==> src/rtl/alu_unit_pkg.sv <==
// Shared widths, opcode encodings and FSM states for the alu_unit execution stage.
// Optional iterative multiplier is enabled by defining ALU_MUL_EN.
package alu_unit_pkg;

  localparam int DAT_W   = 32;
  localparam int ROB_BIT = 4;
  localparam int OP_W    = 5;
  // pc and data share one width: link values (pc+4) land directly on the result bus
  localparam int ADR_W   = 32;
  localparam int MUL_CYC = DAT_W;

  typedef enum logic [OP_W-1:0] {
    OP_ADD    = 5'd0,
    OP_SUB    = 5'd1,
    OP_XOR    = 5'd2,
    OP_OR     = 5'd3,
    OP_AND    = 5'd4,
    OP_SLT    = 5'd5,
    OP_SLTU   = 5'd6,
    OP_SLL    = 5'd7,
    OP_SRL    = 5'd8,
    OP_SRA    = 5'd9,
    OP_LUI    = 5'd10,
    OP_AUIPC  = 5'd11,
    OP_JAL    = 5'd12,
    OP_JALR   = 5'd13,
    OP_BEQ    = 5'd14,
    OP_BNE    = 5'd15,
    OP_BLT    = 5'd16,
    OP_BGE    = 5'd17,
    OP_BLTU   = 5'd18,
    OP_BGEU   = 5'd19,
    OP_MUL    = 5'd20,
    OP_MULH   = 5'd21,
    OP_MULHSU = 5'd22,
    OP_MULHU  = 5'd23
  } op_t;

  typedef enum logic [1:0] {
    S_IDLE = 2'd0,
    S_DONE = 2'd1
`ifdef ALU_MUL_EN
    ,
    S_MUL  = 2'd2
`endif
  } state_t;

  function automatic logic is_mul_op(input logic [OP_W-1:0] op);
    return (op == OP_MUL) || (op == OP_MULH) || (op == OP_MULHSU) || (op == OP_MULHU);
  endfunction

endpackage

==> src/rtl/alu_unit_if.sv <==
// Issue bus from the reservation station and result bus toward the CDB arbiter.
interface alu_unit_if;
  import alu_unit_pkg::*;

  logic               en_i;
  logic [OP_W-1:0]    op_i;
  logic               ic_i;
  logic [ROB_BIT-1:0] qd_i;
  logic [DAT_W-1:0]   vs_i;
  logic [DAT_W-1:0]   vt_i;
  logic [DAT_W-1:0]   imm_i;
  logic [ADR_W-1:0]   pc_i;
  logic               rdy_o;
  logic               cdb_en_o;
  logic [ROB_BIT-1:0] cdb_q_o;
  logic [DAT_W-1:0]   cdb_v_o;
  logic               jmp_o;
  logic [ADR_W-1:0]   tgt_o;
  logic               cdb_gnt_i;

  modport master (
    output en_i, op_i, ic_i, qd_i, vs_i, vt_i, imm_i, pc_i, cdb_gnt_i,
    input  rdy_o, cdb_en_o, cdb_q_o, cdb_v_o, jmp_o, tgt_o
  );

  modport slave (
    input  en_i, op_i, ic_i, qd_i, vs_i, vt_i, imm_i, pc_i, cdb_gnt_i,
    output rdy_o, cdb_en_o, cdb_q_o, cdb_v_o, jmp_o, tgt_o
  );

endinterface

==> src/rtl/alu_mul_iter.sv <==
// Iterative shift-add multiplier (one partial product per cycle), used when ALU_MUL_EN is defined.
// Works on operand magnitudes and restores the sign of the full 2*DAT_W product at the end.
module alu_mul_iter
  import alu_unit_pkg::*;
(
  input  logic             clk,
  input  logic             rst,
  input  logic             flush,
  input  logic             start,
  input  logic [DAT_W-1:0] a,
  input  logic [DAT_W-1:0] b,
  input  logic             signed_a,
  input  logic             signed_b,
  input  logic             hi_sel,
  output logic             busy,
  output logic             done,
  output logic [DAT_W-1:0] product
);

  localparam int CNT_W = $clog2(MUL_CYC);

  logic               r_busy;
  logic [CNT_W-1:0]   r_cnt;
  logic [2*DAT_W-1:0] r_acc;
  logic [2*DAT_W-1:0] r_mcand;
  logic [DAT_W-1:0]   r_mplier;
  logic               r_neg;
  logic               r_hi;

  logic               w_a_neg;
  logic               w_b_neg;
  logic [DAT_W-1:0]   w_a_mag;
  logic [DAT_W-1:0]   w_b_mag;
  logic [2*DAT_W-1:0] w_acc_nxt;
  logic [2*DAT_W-1:0] w_res;

  assign w_a_neg = signed_a & a[DAT_W-1];
  assign w_b_neg = signed_b & b[DAT_W-1];
  assign w_a_mag = w_a_neg ? (~a + 1'b1) : a;
  assign w_b_mag = w_b_neg ? (~b + 1'b1) : b;

  // The last partial product is folded in combinationally so the result is ready on the final count.
  assign w_acc_nxt = r_acc + (r_mplier[0] ? r_mcand : '0);
  assign w_res     = r_neg ? (~w_acc_nxt + 1'b1) : w_acc_nxt;

  assign busy    = r_busy;
  assign done    = r_busy && (r_cnt == CNT_W'(MUL_CYC - 1));
  assign product = r_hi ? w_res[2*DAT_W-1:DAT_W] : w_res[DAT_W-1:0];

  always_ff @(posedge clk or negedge rst) begin
    if (!rst) begin
      r_busy   <= 1'b0;
      r_cnt    <= '0;
      r_acc    <= '0;
      r_mcand  <= '0;
      r_mplier <= '0;
      r_neg    <= 1'b0;
      r_hi     <= 1'b0;
    end else if (flush) begin
      r_busy <= 1'b0;
      r_cnt  <= '0;
    end else if (start) begin
      r_busy   <= 1'b1;
      r_cnt    <= '0;
      r_acc    <= '0;
      r_mcand  <= {{DAT_W{1'b0}}, w_a_mag};
      r_mplier <= w_b_mag;
      r_neg    <= w_a_neg ^ w_b_neg;
      r_hi     <= hi_sel;
    end else if (r_busy) begin
      r_acc    <= w_acc_nxt;
      r_mcand  <= r_mcand << 1;
      r_mplier <= r_mplier >> 1;
      r_cnt    <= r_cnt + 1'b1;
      if (done) r_busy <= 1'b0;
    end
  end

endmodule

==> src/rtl/alu_unit.sv <==
// Execution stage: computes ALU/branch/jump results and holds them until the CDB arbiter grants.
// Define ALU_MUL_EN to add the RV32M multiply ops through the iterative alu_mul_iter sub-module.
module alu_unit
  import alu_unit_pkg::*;
(
  input  logic     clk,
  input  logic     rst,
  input  logic     br_flag,
  alu_unit_if.slave io_bus
);

  state_t             r_state;
  state_t             w_state_nxt;
  state_t             w_accept_state;
  logic               w_accept;

  logic [ROB_BIT-1:0] r_cdb_q;
  logic [DAT_W-1:0]   r_cdb_v;
  logic               r_jmp;
  logic [ADR_W-1:0]   r_tgt;

  logic [DAT_W-1:0]   w_b;
  logic [ADR_W-1:0]   w_pc_imm;
  logic [ADR_W-1:0]   w_pc4;
  logic [ADR_W-1:0]   w_jalr_sum;
  logic [DAT_W-1:0]   w_res_v;
  logic               w_res_jmp;
  logic [ADR_W-1:0]   w_res_tgt;
  logic               w_br_taken;
  logic               w_is_branch;

  assign io_bus.rdy_o    = (r_state == S_IDLE) || ((r_state == S_DONE) && io_bus.cdb_gnt_i);
  assign io_bus.cdb_en_o = (r_state == S_DONE);
  assign io_bus.cdb_q_o  = r_cdb_q;
  assign io_bus.cdb_v_o  = r_cdb_v;
  assign io_bus.jmp_o    = r_jmp;
  assign io_bus.tgt_o    = r_tgt;

  // A flush drops any issue presented in the same cycle.
  assign w_accept = io_bus.en_i && io_bus.rdy_o && !br_flag;

`ifdef ALU_MUL_EN
  logic             w_is_mul;
  logic             w_mul_busy;
  logic             w_mul_done;
  logic             w_mul_load;
  logic [DAT_W-1:0] w_mul_product;

  assign w_is_mul       = is_mul_op(io_bus.op_i);
  assign w_accept_state = w_is_mul ? S_MUL : S_DONE;
  assign w_mul_load     = (r_state == S_MUL) && w_mul_done && !br_flag;

  alu_mul_iter u_mul (
    .clk      (clk),
    .rst      (rst),
    .flush    (br_flag),
    .start    (w_accept && w_is_mul),
    .a        (io_bus.vs_i),
    .b        (io_bus.vt_i),
    .signed_a ((io_bus.op_i == OP_MULH) || (io_bus.op_i == OP_MULHSU)),
    .signed_b (io_bus.op_i == OP_MULH),
    .hi_sel   (io_bus.op_i != OP_MUL),
    .busy     (w_mul_busy),
    .done     (w_mul_done),
    .product  (w_mul_product)
  );
`else
  assign w_accept_state = S_DONE;
`endif

  assign w_b        = io_bus.ic_i ? io_bus.vt_i : io_bus.imm_i;
  assign w_pc_imm   = io_bus.pc_i + io_bus.imm_i;
  assign w_pc4      = io_bus.pc_i + ADR_W'(4);
  assign w_jalr_sum = io_bus.vs_i + io_bus.imm_i;

  always_comb begin
    // NOTE: every output of a combinational block gets a default first so no path leaves it
    // unassigned; otherwise synthesis infers a latch.
    w_res_v     = '0;
    w_res_jmp   = 1'b0;
    w_res_tgt   = '0;
    w_br_taken  = 1'b0;
    w_is_branch = 1'b0;
    case (io_bus.op_i)
      OP_ADD:   w_res_v = io_bus.vs_i + w_b;
      OP_SUB:   w_res_v = io_bus.vs_i - w_b;
      OP_XOR:   w_res_v = io_bus.vs_i ^ w_b;
      OP_OR:    w_res_v = io_bus.vs_i | w_b;
      OP_AND:   w_res_v = io_bus.vs_i & w_b;
      OP_SLT:   w_res_v = {{(DAT_W-1){1'b0}}, ($signed(io_bus.vs_i) < $signed(w_b))};
      OP_SLTU:  w_res_v = {{(DAT_W-1){1'b0}}, (io_bus.vs_i < w_b)};
      OP_SLL:   w_res_v = io_bus.vs_i << w_b[4:0];
      OP_SRL:   w_res_v = io_bus.vs_i >> w_b[4:0];
      OP_SRA:   w_res_v = $signed(io_bus.vs_i) >>> w_b[4:0];
      OP_LUI:   w_res_v = io_bus.imm_i;
      OP_AUIPC: w_res_v = w_pc_imm;
      OP_JAL: begin
        w_res_v   = w_pc4;
        w_res_jmp = 1'b1;
        w_res_tgt = w_pc_imm;
      end
      OP_JALR: begin
        w_res_v   = w_pc4;
        w_res_jmp = 1'b1;
        w_res_tgt = {w_jalr_sum[ADR_W-1:1], 1'b0};
      end
      OP_BEQ:  begin w_is_branch = 1'b1; w_br_taken = (io_bus.vs_i == io_bus.vt_i); end
      OP_BNE:  begin w_is_branch = 1'b1; w_br_taken = (io_bus.vs_i != io_bus.vt_i); end
      OP_BLT:  begin w_is_branch = 1'b1; w_br_taken = ($signed(io_bus.vs_i) <  $signed(io_bus.vt_i)); end
      OP_BGE:  begin w_is_branch = 1'b1; w_br_taken = ($signed(io_bus.vs_i) >= $signed(io_bus.vt_i)); end
      OP_BLTU: begin w_is_branch = 1'b1; w_br_taken = (io_bus.vs_i <  io_bus.vt_i); end
      OP_BGEU: begin w_is_branch = 1'b1; w_br_taken = (io_bus.vs_i >= io_bus.vt_i); end
      default: w_res_v = '0;
    endcase
    if (w_is_branch) begin
      w_res_jmp = w_br_taken;
      w_res_tgt = w_br_taken ? w_pc_imm : w_pc4;
    end
  end

  always_comb begin
    w_state_nxt = r_state;
    if (br_flag) begin
      w_state_nxt = S_IDLE;
    end else begin
      case (r_state)
        S_IDLE, S_DONE: begin
          if (w_accept)
            w_state_nxt = w_accept_state;
          else if ((r_state == S_DONE) && io_bus.cdb_gnt_i)
            w_state_nxt = S_IDLE;
        end
`ifdef ALU_MUL_EN
        S_MUL: begin
          if (w_mul_done)
            w_state_nxt = S_DONE;
          else if (!w_mul_busy)
            w_state_nxt = S_IDLE;
        end
`endif
        default: w_state_nxt = S_IDLE;
      endcase
    end
  end

  // NOTE: clocked state uses non-blocking assignments so every register samples pre-edge values.
  always_ff @(posedge clk or negedge rst) begin
    if (!rst) r_state <= S_IDLE;
    else      r_state <= w_state_nxt;
  end

  always_ff @(posedge clk or negedge rst) begin
    if (!rst) begin
      r_cdb_q <= '0;
      r_cdb_v <= '0;
      r_jmp   <= 1'b0;
      r_tgt   <= '0;
    end else if (w_accept) begin
      r_cdb_q <= io_bus.qd_i;
      r_cdb_v <= w_res_v;
      r_jmp   <= w_res_jmp;
      r_tgt   <= w_res_tgt;
    end
`ifdef ALU_MUL_EN
    else if (w_mul_load) begin
      r_cdb_v <= w_mul_product;
    end
`endif
  end

endmodule

==> src/flat_wrapper.sv <==
// flat-port wrapper written by rule: the top's interface ports become plain ports
module alu_unit_flat import alu_unit_pkg::*;
  (clk, rst, br_flag, io_bus_en_i, io_bus_op_i, io_bus_ic_i, io_bus_qd_i, io_bus_vs_i, io_bus_vt_i, io_bus_imm_i, io_bus_pc_i, io_bus_cdb_gnt_i, io_bus_rdy_o, io_bus_cdb_en_o, io_bus_cdb_q_o, io_bus_cdb_v_o, io_bus_jmp_o, io_bus_tgt_o);
  alu_unit_if io_bus_i ();
  input  logic clk;
  input  logic rst;
  input  logic br_flag;
  input wire logic [$bits(io_bus_i.en_i)-1:0] io_bus_en_i;
  input wire logic [$bits(io_bus_i.op_i)-1:0] io_bus_op_i;
  input wire logic [$bits(io_bus_i.ic_i)-1:0] io_bus_ic_i;
  input wire logic [$bits(io_bus_i.qd_i)-1:0] io_bus_qd_i;
  input wire logic [$bits(io_bus_i.vs_i)-1:0] io_bus_vs_i;
  input wire logic [$bits(io_bus_i.vt_i)-1:0] io_bus_vt_i;
  input wire logic [$bits(io_bus_i.imm_i)-1:0] io_bus_imm_i;
  input wire logic [$bits(io_bus_i.pc_i)-1:0] io_bus_pc_i;
  input wire logic [$bits(io_bus_i.cdb_gnt_i)-1:0] io_bus_cdb_gnt_i;
  output wire logic [$bits(io_bus_i.rdy_o)-1:0] io_bus_rdy_o;
  output wire logic [$bits(io_bus_i.cdb_en_o)-1:0] io_bus_cdb_en_o;
  output wire logic [$bits(io_bus_i.cdb_q_o)-1:0] io_bus_cdb_q_o;
  output wire logic [$bits(io_bus_i.cdb_v_o)-1:0] io_bus_cdb_v_o;
  output wire logic [$bits(io_bus_i.jmp_o)-1:0] io_bus_jmp_o;
  output wire logic [$bits(io_bus_i.tgt_o)-1:0] io_bus_tgt_o;
  assign io_bus_i.en_i = io_bus_en_i;
  assign io_bus_i.op_i = io_bus_op_i;
  assign io_bus_i.ic_i = io_bus_ic_i;
  assign io_bus_i.qd_i = io_bus_qd_i;
  assign io_bus_i.vs_i = io_bus_vs_i;
  assign io_bus_i.vt_i = io_bus_vt_i;
  assign io_bus_i.imm_i = io_bus_imm_i;
  assign io_bus_i.pc_i = io_bus_pc_i;
  assign io_bus_i.cdb_gnt_i = io_bus_cdb_gnt_i;
  assign io_bus_rdy_o = io_bus_i.rdy_o;
  assign io_bus_cdb_en_o = io_bus_i.cdb_en_o;
  assign io_bus_cdb_q_o = io_bus_i.cdb_q_o;
  assign io_bus_cdb_v_o = io_bus_i.cdb_v_o;
  assign io_bus_jmp_o = io_bus_i.jmp_o;
  assign io_bus_tgt_o = io_bus_i.tgt_o;
  alu_unit u_core (.clk(clk), .rst(rst), .br_flag(br_flag), .io_bus(io_bus_i));
endmodule
==> config.mk <==
export PLATFORM = sky130hd
export DESIGN_NAME = alu_unit_flat
export DESIGN_NICKNAME = d
export VERILOG_FILES = /design/src/rtl/alu_unit_pkg.sv /design/src/rtl/alu_unit_if.sv /design/src/rtl/alu_mul_iter.sv /design/src/rtl/alu_unit.sv /design/src/flat_wrapper.sv
export SDC_FILE = /design/constraint.sdc
export NUM_CORES = 1
export LEC_CHECK = 0
export ABC_AREA = 1
export ABC_CLOCK_PERIOD_IN_PS = 2490
export BUFFER_PORTS_ARGS = -buffer_cell sky130_fd_sc_hd__buf_4
export CORE_MARGIN = 2
export CORE_UTILIZATION = 53
export DETAILED_ROUTE_END_ITERATION = 12
export GPL_ROUTABILITY_DRIVEN = 0
export MAX_ROUTING_LAYER = met4
export PLACE_DENSITY = 0.83
export SKIP_CTS_REPAIR_TIMING = 1
export SYNTH_ARGS = -nofsm -noshare
export SYNTH_HDL_FRONTEND = slang
export SYNTH_SLANG_ARGS = --single-unit
==> constraint.sdc <==
create_clock -name clk -period 2.49 [get_ports clk]
set_clock_uncertainty 0.1 [all_clocks]
set_input_delay 0.498 -clock clk [delete_from_list [all_inputs] [get_ports clk]]
set_output_delay 0.498 -clock clk [all_outputs]
set_load 0.01 [all_outputs]
==> results of run 1 <==
-- metrics by stage --
stage | setup TNS, ns | util | cells | setup slack (ns) | hold WS [ns]
3_5_place_dp | -43.18 | 0.793 | 5002 | -1.03 | 0.359
2_1_floorplan | -7.41 | - | 3541 | -0.340 | 0.102
3_3_place_gp | -37.08 | 0.793 | 5002 | -0.983 | 0.356
4_1_cts | -23.07 | 0.801 | 5018 | -0.760 | 0.0626
-- per-layer routing --
layer | overflow | track usage
met5 | - | -
met4 | 49 | 0.662
met3 | 0 | 0.530
met2 | 46 | 0.841
met1 | 3 | 0.720
-- kinds of logic after synthesis --
| logic type | count (synthesis) | synth area share |
|---|---|---|
| xor+xnor | 43 | 0.0195 |
| fa+ha+maj | 196 | 0.129 |
| flops | 70 | 0.0909 |
| simple gates | 1893 | 0.415 |
| buf+inv | 558 | 0.117 |
| compound gates | 771 | 0.224 |
| mux | 10 | 0.00520 |
==> qor.csv, run 1 <==
stage,metric,value,unit
status,status,aborted with a tool error,
logic_synthesis,Synth area leader,nand2_1,
logic_synthesis,cell count after synthesis,3541,
die,num ports,214,
global_route,first-pass GRT wire length,200,mm
logic_synthesis,most numerous cell in the Yosys netlist,nand2_1,
logic_synthesis,part of the Yosys area used for sequential elements,0.0909,
logic_synthesis,Netlist cell types,59,
clocking,total CTS buffers,9,
clocking,clk root buf,clkbuf_16,
logic_synthesis,post-synth net total,3880,
global_route,remaining global-route overflow,98,
clocking,Clock Sink Count,70,
die,Die H,195,µm
logic_synthesis,synthesized area,19300,µm²
logic_synthesis,yosys warns,0,
logic_synthesis,"EDFF count, synth",0,
global_route,vias in the first global route,33900,
die,starting density of the core,0.540,
logic_synthesis,"Async S/R FF share, synth",1.00,
logic_synthesis,list of most frequent post-synthesis cells,"1,059 x nand2_1, 407 x inv_1, 335 x nand3_1",
logic_synthesis,synth top area cells,"nand2_1 21%, ha_1 12%, dfrtp_1 9.1%",
status,error msg,[ERROR GRT-0116] Global routing finished with congestion. Check the congestion regions in the DRC Viewer.,
status,Stopped at,5_1_grt,
logic_synthesis,Post-synth top flop,dfrtp_1,
place,hpwl dp,97.3,mm
die,die width,195,µm
clocking,Clock Path Buffers,2,
place,I/O Buffers,213,
die,FP Rows,69,
clocking,htree depth,3,
logic_synthesis,Synth Register Bits,70,
place,Post-Place Cell Area,28300,µm²
global_route,total track usage,0.705,
logic_synthesis,"Avg Cell Area, Syn",5.44,µm²
global_route,largest net degree at the start of global routing,76,
logic_synthesis,Synth top area share,0.206,
==> run 2, diff against run 1 <==
--- a/config.mk
+++ b/config.mk
@@ -9,11 +9,10 @@
 export ABC_CLOCK_PERIOD_IN_PS = 2490
 export BUFFER_PORTS_ARGS = -buffer_cell sky130_fd_sc_hd__buf_4
 export CORE_MARGIN = 2
-export CORE_UTILIZATION = 53
+export CORE_UTILIZATION = 38
 export DETAILED_ROUTE_END_ITERATION = 12
 export GPL_ROUTABILITY_DRIVEN = 0
-export MAX_ROUTING_LAYER = met4
-export PLACE_DENSITY = 0.83
+export PLACE_DENSITY_LB_ADDON = 0.15
 export SKIP_CTS_REPAIR_TIMING = 1
 export SYNTH_ARGS = -nofsm -noshare
 export SYNTH_HDL_FRONTEND = slang
==> qor.csv, run 2 <==
stage,metric,value,unit
logic_synthesis,cell count after synthesis,3541,
routing,drt via density,5.74,
logic_synthesis,list of most frequent post-synthesis cells,"1,059 x nand2_1, 407 x inv_1, 335 x nand3_1",
global_route,initial antenna violation count,5,
routing,1st-iter DRT viols,4715,
routing,via count,30800,
clocking,clk slew on worst S/H paths,0.06,ns
die,starting density of the core,0.385,
pwr,power after layout,0.0111,W
logic_synthesis,Synth Register Bits,70,
die,Total Die Area,52500,µm²
layout,share of cells above drive strength 1,0.398,
setup_path,Worst Setup End Kind,register,
timing,Hold Fails Final Rpt,0,
layout,"commonest cells after routing, fill and taps aside","1,186 x buf_4, 948 x nand2_1, 373 x inv_1",
die,FP Rows,82,
setup_path,WP depth,21,
die,Die H,229,µm
setup_path,critical path data arrival time,3.02,ns
timing,Slew HR,0.528,
routing,ANT nets after route,0,
hold_path,Hold/Removal Path Class,input port to register,
pwr,Cell Pwr Density,341,nW/µm²
timing,final worst-path cycle share,1.15,
setup_path,Bufs and invs on worst path,5,
layout,"most common cell after layout, fill and taps aside",buf_4,
global_route,first-pass GRT wire length,169,mm
logic_synthesis,post-synth net total,3880,
logic_synthesis,"EDFF count, synth",0,
status,status,finished with violations,
setup_path,slowest cell delay on critical path,0.37,ns
setup_path,"Slowest-stage cell, CP",fa_2,
clocking,Clock Path Buffers,2,
global_route,largest net degree at the start of global routing,57,
setup_path,"CP delay by family, top",simple AND/OR/NAND/NOR gates,
job,Max-cap violations,0,
logic_synthesis,yosys warns,0,
global_route,total track usage,0.427,
global_route,remaining global-route overflow,0,
hold_path,WHS Path Cells,2,
logic_synthesis,Post-synth top flop,dfrtp_1,
setup_path,startpoint types,input port,
logic_synthesis,"Avg Cell Area, Syn",5.44,µm²
clocking,CTS tree,done,
setup_path,Critical Path Fanout Max,8,
logic_synthesis,Synth area leader,nand2_1,
clocking,clk root buf,clkbuf_16,
die,num ports,214,
clocking,Clock Sink Count,70,
setup_path,reg2reg path depth,9,
logic_synthesis,"Async S/R FF share, synth",1.00,
routing,drt first pass iters,7,
die,die width,229,µm
routing,drt total wl,122,mm
layout,"final std cell area, no fill",32600,µm²
timing,Pins Over Slew Limit,0,
logic_synthesis,part of the Yosys area used for sequential elements,0.0909,
clocking,total CTS buffers,9,
logic_synthesis,synth top area cells,"nand2_1 21%, ha_1 12%, dfrtp_1 9.1%",
layout,Fillers,4655,
timing,endpoints failing setup,63,
global_route,vias in the first global route,27200,
timing,achievable frequency,0.348,GHz
timing,min Tclk post-route,2.88,ns
clocking,htree depth,3,
setup_path,Worst R2R Setup Slack,0.68,ns
setup_path,crit path cell chain,clkbuf_16 -> buf_8 -> o21ai_4 -> inv_2 -> fa_2 -> inv_2 -> nand3_2 -> nand3_4 -> inv_4 -> o21bai_4 -> nand2_2 -> nand2_4 -> nand2_2 -> nand2_2 -> nand3_1 -> nand2_1 -> nand2_1 -> nand3_1 -> nand3_2 -> nand2_2 -> nand2_1,
logic_synthesis,Synth top area share,0.206,
setup_path,Worst EP required,2.64,ns
layout,synthesis-to-finish area growth,69.2,%
place,Post-Place Cell Area,29300,µm²
logic_synthesis,most numerous cell in the Yosys netlist,nand2_1,
setup_path,critical path class,input port to register,
logic_synthesis,Netlist cell types,59,
routing,drt drc,0,
pwr,Peak supply drop,0.367,mV
status,failing checks,setup timing,
routing,drt wl/cell,22.8,µm
setup_path,CP dominant cell by count,nand2_2,
pwr,leakage,16.8,nW
timing,RSZ-0062 raised after global routing,true,
timing,final setup margin,-0.386,ns
timing,Slew @ Worst Pin,0.705,ns
place,I/O Buffers,213,
place,hpwl dp,99.0,mm
layout,Final #Nets,5023,
die,CORE AREA,50100,µm²
clocking,Clock Latency Late Sink,0.36,ns
logic_synthesis,synthesized area,19300,µm²
[run 2: cell counts after synthesis]
Identical to the previous run, type by type.
[run 2: per-layer routing]
metal | global-route usage | part of all wire | vias up
met2 | 0.607 | 0.39 | 2398
met1 | 0.567 | 0.38 | 13800
met5 | 0 | 0.00022 | -
met3 | 0.107 | 0.14 | 471
met4 | 0.286 | 0.088 | 4
li1 | - | - | 14000
[run 2: worst reg2reg max path, delay by kind of cell, from the launching register on]
kind	cells	cell delay [ns]
buffers and inverters	4	0.78
flip-flops	1	0.34
AND/OR/NAND/NOR	5	0.53
[run 2: area by class of cell]
| type | instances | area, µm² | area share |
|---|---|---|---|
| clock buffer | 10 | 239 | 0.00733 |
| inverter | 424 | 1600 | 0.0492 |
| multi-input combinational | 2913 | 17900 | 0.550 |
| sequential | 70 | 1750 | 0.0537 |
| tap | 672 | 841 | 0.0258 |
| clock inverter | 6 | 45.0 | 0.00138 |
| antenna | 1 | 2.50 | 0.0000768 |
| timing repair buffer | 1266 | 10200 | 0.312 |
[run 2: cell families after synthesis]
| group | count (synthesis) | synth area share |
|---|---|---|
| AOI/OAI and AO/OA | 771 | 0.224 |
| DFF | 70 | 0.0909 |
| and+or+nand+nor | 1893 | 0.415 |
| adders and majority gates | 196 | 0.129 |
| buffers and inverters | 558 | 0.117 |
| xor gates and xnor gates | 43 | 0.0195 |
| muxes | 10 | 0.00520 |
[run 2: where the power goes]
part / internal, W / total, W / switching [W] / leakage (nW)
logic: 0.00360 / 0.00824 / 0.00464 / 15.7
clock network: 0.000709 / 0.00136 / 0.000647 / 0.132
registers: 0.00131 / 0.00151 / 0.000199 / 0.894
[run 2: through the flow]
stage / hold WS (ns) / utilization / TNS (ns) / setup WS [ns] / instances
floorplan: 0.102 / - / -7.41 / -0.340 / 3541
global route: 0.198 / 0.651 / -20.40 / -0.445 / 5362
finish: 0.193 / 0.651 / -13.06 / -0.386 / 5362
global placement: 0.263 / 0.585 / -44.89 / -1.09 / 5303
CTS: -0.119 / 0.591 / -22.21 / -0.721 / 5319
detailed placement: 0.261 / 0.585 / -46.40 / -1.09 / 5303
[run 2: worst paths after layout]
check                                   startpoint                   endpoint
min                                        br_flag          u_core.r_state[0]
max in group asynchronous                      rst  u_core.io_bus.cdb_v_o[22]
max reg2reg                      u_core.r_state[0]    u_core.io_bus.tgt_o[15]
min reg2reg                u_core.io_bus.tgt_o[18]    u_core.io_bus.tgt_o[18]
min in group asynchronous                      rst     u_core.io_bus.tgt_o[0]
max                                    io_bus_ic_i  u_core.io_bus.cdb_v_o[28]
(Power assumes the default switching activity.)
